`src/rtl/pwm_pkg.sv`:
```
// Shared definitions for the PWM modulator/decoder pair: tick-grid sizing,
// counter widths and the measurement FSM state type.
package pwm_pkg;

  localparam int RES    = 8;
  localparam int PERIOD = 1 << RES;
  localparam int HI_W   = RES + 1;
  localparam int PER_W  = RES + 2;

  typedef enum logic {
    UNARMED = 1'b0,
    MEASURE = 1'b1
  } meas_state_t;

  // Master-clock cycles per tick minus one; both modulator and decoder must agree.
  function automatic int calc_div_n(input int fclkm, input int fs, input int res);
    int q;
    q = fclkm / (fs * (1 << res));
    return (q >= 1) ? q - 1 : 0;
  endfunction

endpackage

```
`src/rtl/pwm_tick_prescaler.sv`:
```
// Divides the master clock down to the PWM tick grid: tick is high for one
// clk every div_n+1 clk.
module pwm_tick_prescaler #(
  parameter int div_n = 5
) (
  input  logic clk,
  input  logic rst_n,
  output logic tick
);

  localparam int CW = (div_n > 0) ? $clog2(div_n + 1) : 1;
  localparam logic [CW-1:0] LAST = CW'(div_n);

  logic [CW-1:0] cnt;

  always_ff @(posedge clk) begin
    if (!rst_n) begin
      cnt <= '0;
    end else if (cnt == LAST) begin
      cnt <= '0;
    end else begin
      cnt <= cnt + CW'(1);
    end
  end

  assign tick = (cnt == LAST);

endmodule

```
`src/rtl/pwm_decoder.sv`:
```
// Recovers the duty value of a PWM stream by counting high ticks between rising
// edges. d_valid/err are one-clk strobes with no back-pressure: a consumer must
// take d_out in the cycle d_valid is high; err never coincides with d_valid.
module pwm_decoder
  import pwm_pkg::*;
#(
  parameter int res   = RES,
  parameter int fclkm = 16000000,
  parameter int fs    = 10000,
  parameter int tol   = 2
) (
  input  logic           clk,
  input  logic           rst_n,
  input  logic           pwm_in,
  output logic [res-1:0] d_out,
  output logic           d_valid,
  output logic           locked,
  output logic           err,
  output meas_state_t    state_dbg
);

  localparam int PERIOD_I = 1 << res;
  localparam int HW       = res + 1;
  localparam int PW       = res + 2;
  localparam int DIV_N    = calc_div_n(fclkm, fs, res);

  localparam logic [PW-1:0]  PER_ONE = PW'(1);
  localparam logic [PW-1:0]  PER_NOM = PW'(PERIOD_I);
  localparam logic [PW-1:0]  PER_TMO = PW'(2 * PERIOD_I);
  localparam logic [PW-1:0]  PER_MAX = '1;
  localparam logic [HW-1:0]  HI_ONE  = HW'(1);
  localparam logic [HW-1:0]  HI_MAX  = '1;
  localparam logic [res-1:0] D_MAX   = '1;

  logic tick;
  logic sync1, s, s_prev;
  logic [PW-1:0] per_cnt, per_inc;
  logic [HW-1:0] hi_cnt, hi_inc;
  logic [res-1:0] hi_clip;
  logic rise, in_tol;
  int per_dev;
  meas_state_t state, state_d;

  logic s_prev_d, valid_d, err_d, locked_d;
  logic [PW-1:0] per_d;
  logic [HW-1:0] hi_d;
  logic [res-1:0] dout_d;

  pwm_tick_prescaler #(.div_n(DIV_N)) u_prescaler (
    .clk   (clk),
    .rst_n (rst_n),
    .tick  (tick)
  );

  always_ff @(posedge clk) begin
    if (!rst_n) begin
      sync1 <= 1'b0;
      s     <= 1'b0;
    end else begin
      sync1 <= pwm_in;
      s     <= sync1;
    end
  end

  assign rise    = s & ~s_prev;
  assign per_inc = (per_cnt == PER_MAX) ? per_cnt : per_cnt + PER_ONE;
  assign hi_inc  = (s && hi_cnt != HI_MAX) ? hi_cnt + HI_ONE : hi_cnt;
  assign hi_clip = hi_cnt[res] ? D_MAX : hi_cnt[res-1:0];
  assign per_dev = int'({1'b0, per_cnt}) - PERIOD_I;
  assign in_tol  = (per_dev <= tol) && (per_dev >= -tol);

  always_comb begin
    state_d  = state;
    s_prev_d = s_prev;
    per_d    = per_cnt;
    hi_d     = hi_cnt;
    dout_d   = d_out;
    valid_d  = 1'b0;
    err_d    = 1'b0;
    locked_d = locked;
    if (tick) begin
      s_prev_d = s;
      if (rise) begin
        per_d = PER_ONE;
        hi_d  = HI_ONE;
        case (state)
          UNARMED: state_d = MEASURE;
          MEASURE: begin
            if (in_tol) begin
              dout_d   = hi_clip;
              valid_d  = 1'b1;
              locked_d = 1'b1;
            end else begin
              err_d    = 1'b1;
              locked_d = 1'b0;
            end
          end
          default: state_d = UNARMED;
        endcase
      end else begin
        per_d = per_inc;
        hi_d  = hi_inc;
        // Line stuck for two nominal periods: report the constant level.
        if (per_inc == PER_TMO) begin
          dout_d   = s ? D_MAX : '0;
          valid_d  = 1'b1;
          locked_d = 1'b0;
          state_d  = UNARMED;
          per_d    = PER_NOM;
        end
      end
    end
  end

  always_ff @(posedge clk) begin
    if (!rst_n) begin
      state   <= UNARMED;
      s_prev  <= 1'b0;
      per_cnt <= '0;
      hi_cnt  <= '0;
      d_out   <= '0;
      d_valid <= 1'b0;
      err     <= 1'b0;
      locked  <= 1'b0;
    end else begin
      state   <= state_d;
      s_prev  <= s_prev_d;
      per_cnt <= per_d;
      hi_cnt  <= hi_d;
      d_out   <= dout_d;
      d_valid <= valid_d;
      err     <= err_d;
      locked  <= locked_d;
    end
  end

  assign state_dbg = state;

endmodule
```
`config.mk`:
```
export PLATFORM = sky130hd
export DESIGN_NAME = pwm_decoder
export DESIGN_NICKNAME = d
export VERILOG_FILES = /design/src/rtl/pwm_pkg.sv /design/src/rtl/pwm_tick_prescaler.sv /design/src/rtl/pwm_decoder.sv
export SDC_FILE = /design/constraint.sdc
export NUM_CORES = 1
export LEC_CHECK = 0
export ABC_CLOCK_PERIOD_IN_PS = 2700
export BUFFER_PORTS_ARGS = -buffer_cell sky130_fd_sc_hd__buf_2
export CAP_MARGIN = 10
export CELL_PAD_IN_SITES_DETAIL_PLACEMENT = 1
export CELL_PAD_IN_SITES_GLOBAL_PLACEMENT = 2
export CORE_AREA = 2 2 80 82
export DETAILED_ROUTE_END_ITERATION = 12
export DIE_AREA = 0 0 82 84
export GPL_ROUTABILITY_DRIVEN = 0
export GPL_TIMING_DRIVEN = 1
export PLACE_DENSITY_LB_ADDON = 0.05
export REMOVE_ABC_BUFFERS = 1
export SLEW_MARGIN = 20
export SYNTH_ARGS = -nofsm -noshare
export SYNTH_HDL_FRONTEND = slang
export SYNTH_SLANG_ARGS = --single-unit
```
`constraint.sdc`:
```
create_clock -name clk -period 2.7 [get_ports clk]
set_input_delay 0.81 -clock clk [delete_from_list [all_inputs] [get_ports clk]]
set_output_delay 0.81 -clock clk [all_outputs]
set_load 0.1 [all_outputs]
```
* Word level (Yosys, flattened, before mapping)
Index checks and enable logic that the tools add are counted.
Cells by class: reductions and logical operators 11, add/subtract/negate cells 4, $lt $le $gt $ge 2, muxes and demuxes 20, eq/ne operators 6, bitwise logic cells 3
Operators with widths (number):
- 2-to-1 mux 8 bit | 6
- 2-to-1 mux 10 bit | 3
- equality test 10 bit, second input constant | 2
- 2-to-1 mux 9 bit | 2
- greater-or-equal comparator 11 x 2 -> 1 bit, second input constant | 1
- <= comparator 11 x 3 -> 1 bit, second input constant | 1
- subtractor 10 x 9 -> 11 bit, second input constant | 1
- adder 10 x 1 -> 10 bit, second input constant | 1
- adder 9 x 1 -> 9 bit, second input constant | 1
- 2-to-1 mux 1 bit | 9
- != test 9 bit, second input constant | 1
- AND reduction 4 bit | 2
- AND reduction 2 bit | 3
- != test 2 x 1 -> 1 bit, second input constant | 2
- nonzero test 2 bit | 2
- adder 3 x 1 -> 3 bit, second input constant | 1
- equality test 3 bit, second input constant | 1
- AND reduction 3 bit | 1
- logical AND 1 bit | 2
- NOT 1 bit | 2
- OR reduction 2 bit | 1
- AND 1 bit | 1
Word-level totals: flip-flop bits (word level) 37, output and inout port bits 12, input port bits 3, logic and storage cells 57

* Depth between registers and ports, before layout
word-level depth 6, depth in mapped cells 11, mapped depth without buffers 10

* By module
Synthesis repeated with hierarchy kept, for this count alone.
Unflattened totals: cell total of the unflattened synthesis 244, area total of the unflattened synthesis 2157.1 um^2
Modules (own cells, without submodules):
- pwm_decoder | area each 2016.9 um^2, cells each 231, instances 1, sequential area each 680.7 um^2
- pwm_tick_prescaler | area each 140.1 um^2, cells each 13, instances 1, sequential area each 60.1 um^2

* Worst setup path before layout
Ideal clock, no wire load.
kind register -> register, start point register per_cnt[0], end point register d_out[0], path slack 0.501 ns, cell stages (with the launch flop) 11, library setup time 0.134 ns, period minus slack after synthesis 2.199 ns, arrival time 2.065 ns, buffers on the path 2, data required time 2.566 ns, path through dfxtp_1 ha_1 buf_4 nand4_1 or4_1 nand3_1 nand4_2 nor2b_2 buf_6 a32oi_4 mux2i_1
On the way: word-level cells in the longest chain between the ends 5, elaborated cells on any way between the ends 11, classes of those cells add/sub: 2; order compare: 2; eq/ne: 3; mux: 1; reduce/logical: 3
Ends and longest elaborated chain:
- start: declaration | line pwm_decoder.sv:37 | logic [PW-1:0] per_cnt, per_inc;
- start signal: assignment | line pwm_decoder.sv:128 | per_cnt <= per_d;
- subtractor 10 x 9 -> 11 bit, or another cell as far along | line pwm_decoder.sv:69 | assign per_dev = int'({1'b0, per_cnt}) - PERIOD_I;
- <= comparator 11 x 3 -> 1 bit, or another cell as far along | line pwm_decoder.sv:70 | assign in_tol = (per_dev <= tol) && (per_dev >= -tol);
- logical AND 1 bit or equality test 10 bit (tied branches) | line pwm_decoder.sv:70, pwm_decoder.sv:104
- != test 2 x 1 -> 1 bit (no source line) or nonzero test 2 bit (tied branches)
- AND reduction 4 bit (no source line) (*)
- end signal: assignment | line pwm_decoder.sv:130 | d_out <= dout_d;
- end: declaration | line pwm_decoder.sv:15 | output logic [res-1:0] d_out,
Mark *: on every way between the ends. The rest lies on a longest branch, timed or not. A chain may end at the register's enable or synchronous reset.

* Worst setup path after layout
start point register per_cnt[8], end point register d_out[3]
The elaborated chain is that of the path after synthesis.

==> metrics.txt <==
Hold Path Class=register to register; Slew HR=55.5%; CTS Sinks=37; status=finished clean; CTS tree=built; Worst-path clk slew=0.08 ns; Area after DPL=0.00224 mm^2; Total GRT Usage=17.0%; CP startpoint kind=register; DR vias=1,879; asr flop ratio synth=0%; Crit-path slowest cell=dfxtp_1; multi-input logic area=0.00123 mm^2; Final nets=277; Max Buffers Root-to-Sink=2; final setup fails=0; Initial DRC Count=42; Design Power=0.00105 W; share of cells above drive strength 1=14.7%; Final Cell Area=0.00234 mm^2; hold buffer count at cts=0; Site Rows=29; first-pass GRT wire length=9140 um; Die ar.=0.00689 mm^2; Antenna Violating Nets Remaining=0; die height=84 um; slew of the pin with the lowest slew margin=0.664 ns; via/cell ratio=5.49; Worst Path Max Fanout=10; final hold viol count=0; CTS H-Tree Depth=2; Critical Path, Cell by Cell=ha_1, and4_2, a31oi_4, o22a_1, nand4_2, nor2b_2, a32oi_4, mux2i_1; final slew viol count=0; Setup crit end kind=register; CTS buffer count=5; Setup Total Neg Slack=0 ns; antenna violations before repair=0; die width=82 um; Leakage=0.897 nW; Remaining DRCs=0; fin crit period=2.45 ns; Area Growth Syn to Fin=11.8%; Mapped Avg Cell Area=8.35 um^2; post-synthesis sequential area ratio=35.3%; max_cap viols=0; f_max=408 MHz; total gr overflow=0; CP arrival=2.67 ns; wire length per cell=15.9 um; IO buf count=14; ys flop type=dfxtp_1; number of flops mapped to enable cells by yosys=0; area of the mapped netlist=0.00210 mm^2; Worst Clk Skew=0.00608 ns; worst hold path startpoint=sync1$_SDFF_PN0_; critical path type=register to register; Total Routed Length=5450 um; Core Footprint=0.00610 mm^2; largest net degree at the start of global routing=21; Cell variety after synth=51; vias in the first global route=1,939; DRT Pass-1 Iters=4; Fillers=761; starting density of the core=34.4%; power per cell area=448 mW/mm^2; Max IR drop VDD=0.000318 V; hpwl dp=4090 um; Synth Register Bits=37; Hold WS=0.437 ns; Required @ worst endpoint=2.92 ns; setup repair bufs after CTS=0; period utilization=90.8%; ant diodes=0; Clock Root Buffer=clkbuf_8; clk_lat worst skew=0.28 ns; RR Startpoint=per_cnt[8]$_SDFFE_PN0P_; I/O pin count=15; register area=741 um^2; unrepaired setup endpoints after global routing=no; Post-Syn Instances=251; Ys Warns=0; slowest stage delay, CP=0.50 ns; post_cts resized=0; Worst Setup SP=per_cnt[8]$_SDFFE_PN0P_
[final cells by class]
type / instances / area share (%)
multi-input cells: 188 / 52.5
flip-flops and latches: 37 / 31.6
repair buffers: 24 / 6.20
clock buffers: 7 / 4.11
well taps: 77 / 4.11
inverters: 8 / 1.28
clock inverters: 1 / 0.214
[power breakdown]
group / switching, W / leakage [nW] / total [W] / internal (W)
registers: 0.00000703 / 0.299 / 0.000560 / 0.000553
clock network: 0.000199 / 0.0542 / 0.000430 / 0.000231
logic: 0.0000430 / 0.544 / 0.0000603 / 0.0000174
total: 0.000249 / 0.897 / 0.00105 / 0.000802
[logic make-up after synthesis]
family | Yosys count | synth area share (%)
compound gates | 56 | 20.2
xor+xnor | 6 | 2.51
fa+ha+maj | 10 | 5.97
buf+inv | 26 | 6.09
flops | 37 | 35.3
mux | 9 | 4.30
simple gates | 107 | 25.6
[worst paths after layout]
path / endpoint / slack [ns] / depth (start not counted)
min reg2reg: s$_SDFF_PN0_ / 0.44 / 1
max reg2reg: d_out[3]$_SDFFE_PN0P_ / 0.25 / 8
max: d_out[3]$_SDFFE_PN0P_ / 0.25 / 8
min: s$_SDFF_PN0_ / 0.44 / 1
[synthesized netlist by cell type, drive strengths merged (2+ instances only)]
cell type  count  share of area, %
a41oi          2              0.84
a211oi         3               1.1
nor3           5               1.2
a2bb2oi        2              0.84
dfxtp         37                35
o211a          2              0.96
mux2i          9               4.3
xnor2          2              0.84
a21oi          7               1.7
nand3         13               3.1
nor2b          2              0.72
clkbuf         9               1.6
and3           3              0.90
o21ai          8               1.9
a32oi          2               1.7
nor3b          2              0.72
buf            9               3.0
xor2           4               1.7
or3            2              0.60
nand2         34               6.1
a31oi          8               3.1
nand2b         2              0.60
nand4         10               3.3
o211ai        10               3.6
a21boi         5               1.8
nor2          20               3.6
inv            8               1.4
ha            10               6.0
or4            2              0.72
and4           3               1.3
nor4           2              0.60
and2           4               1.2
[cells in the final DEF (no fill, tap or decap), types with 3 or more instances in the layout]
master    instances
a211oi_1          3
a21boi_0          4
a21oi_1           7
a31oi_1           7
and2_1            4
and3_1            3
buf_2            14
buf_4            10
clkbuf_8          7
dfxtp_1          37
ha_1             10
inv_1             8
mux2i_1           9
nand2_1          34
nand3_1          13
nand4_1           9
nor2_1           20
nor3_1            5
o211ai_1         10
o21ai_0           7
xor2_1            4
[flip-flops by register name, indices dropped and copies added, names as in the netlist, 3 cells and up]
register / flops
hi_cnt: 9
per_cnt: 10
d_out: 8
u_prescaler.cnt: 3
[worst max-delay path, delay by kind of cell, from the launching register on]
family          cells  cell delay [ns]
compound gates      3             0.75
fa+ha+maj           1             0.31
flops               1             0.50
mux                 1             0.24
simple gates        3             0.58
[metrics by stage]
| step | util (%) | worst slack [ns] | std cells |
|---|---|---|---|
| after CTS | 38.4 | 0.179 | 342 |
| after floorplan | - | 0.354 | 233 |
| after global routing | 38.4 | 0.0360 | 342 |
| final | 38.4 | 0.249 | 342 |
| after global placement | 36.7 | 0.210 | 334 |
| after detailed placement | 36.7 | 0.214 | 334 |
[metal layers]
metal	track usage [%]	part of all wire (%)	routed length, um
met1	20.6	46	2510
met2	29.3	49	2660
met3	2.71	1.9	103
met4	6.97	3.0	165
met5	0	0	0
Note: power is estimated with default switching activity, not from simulation.
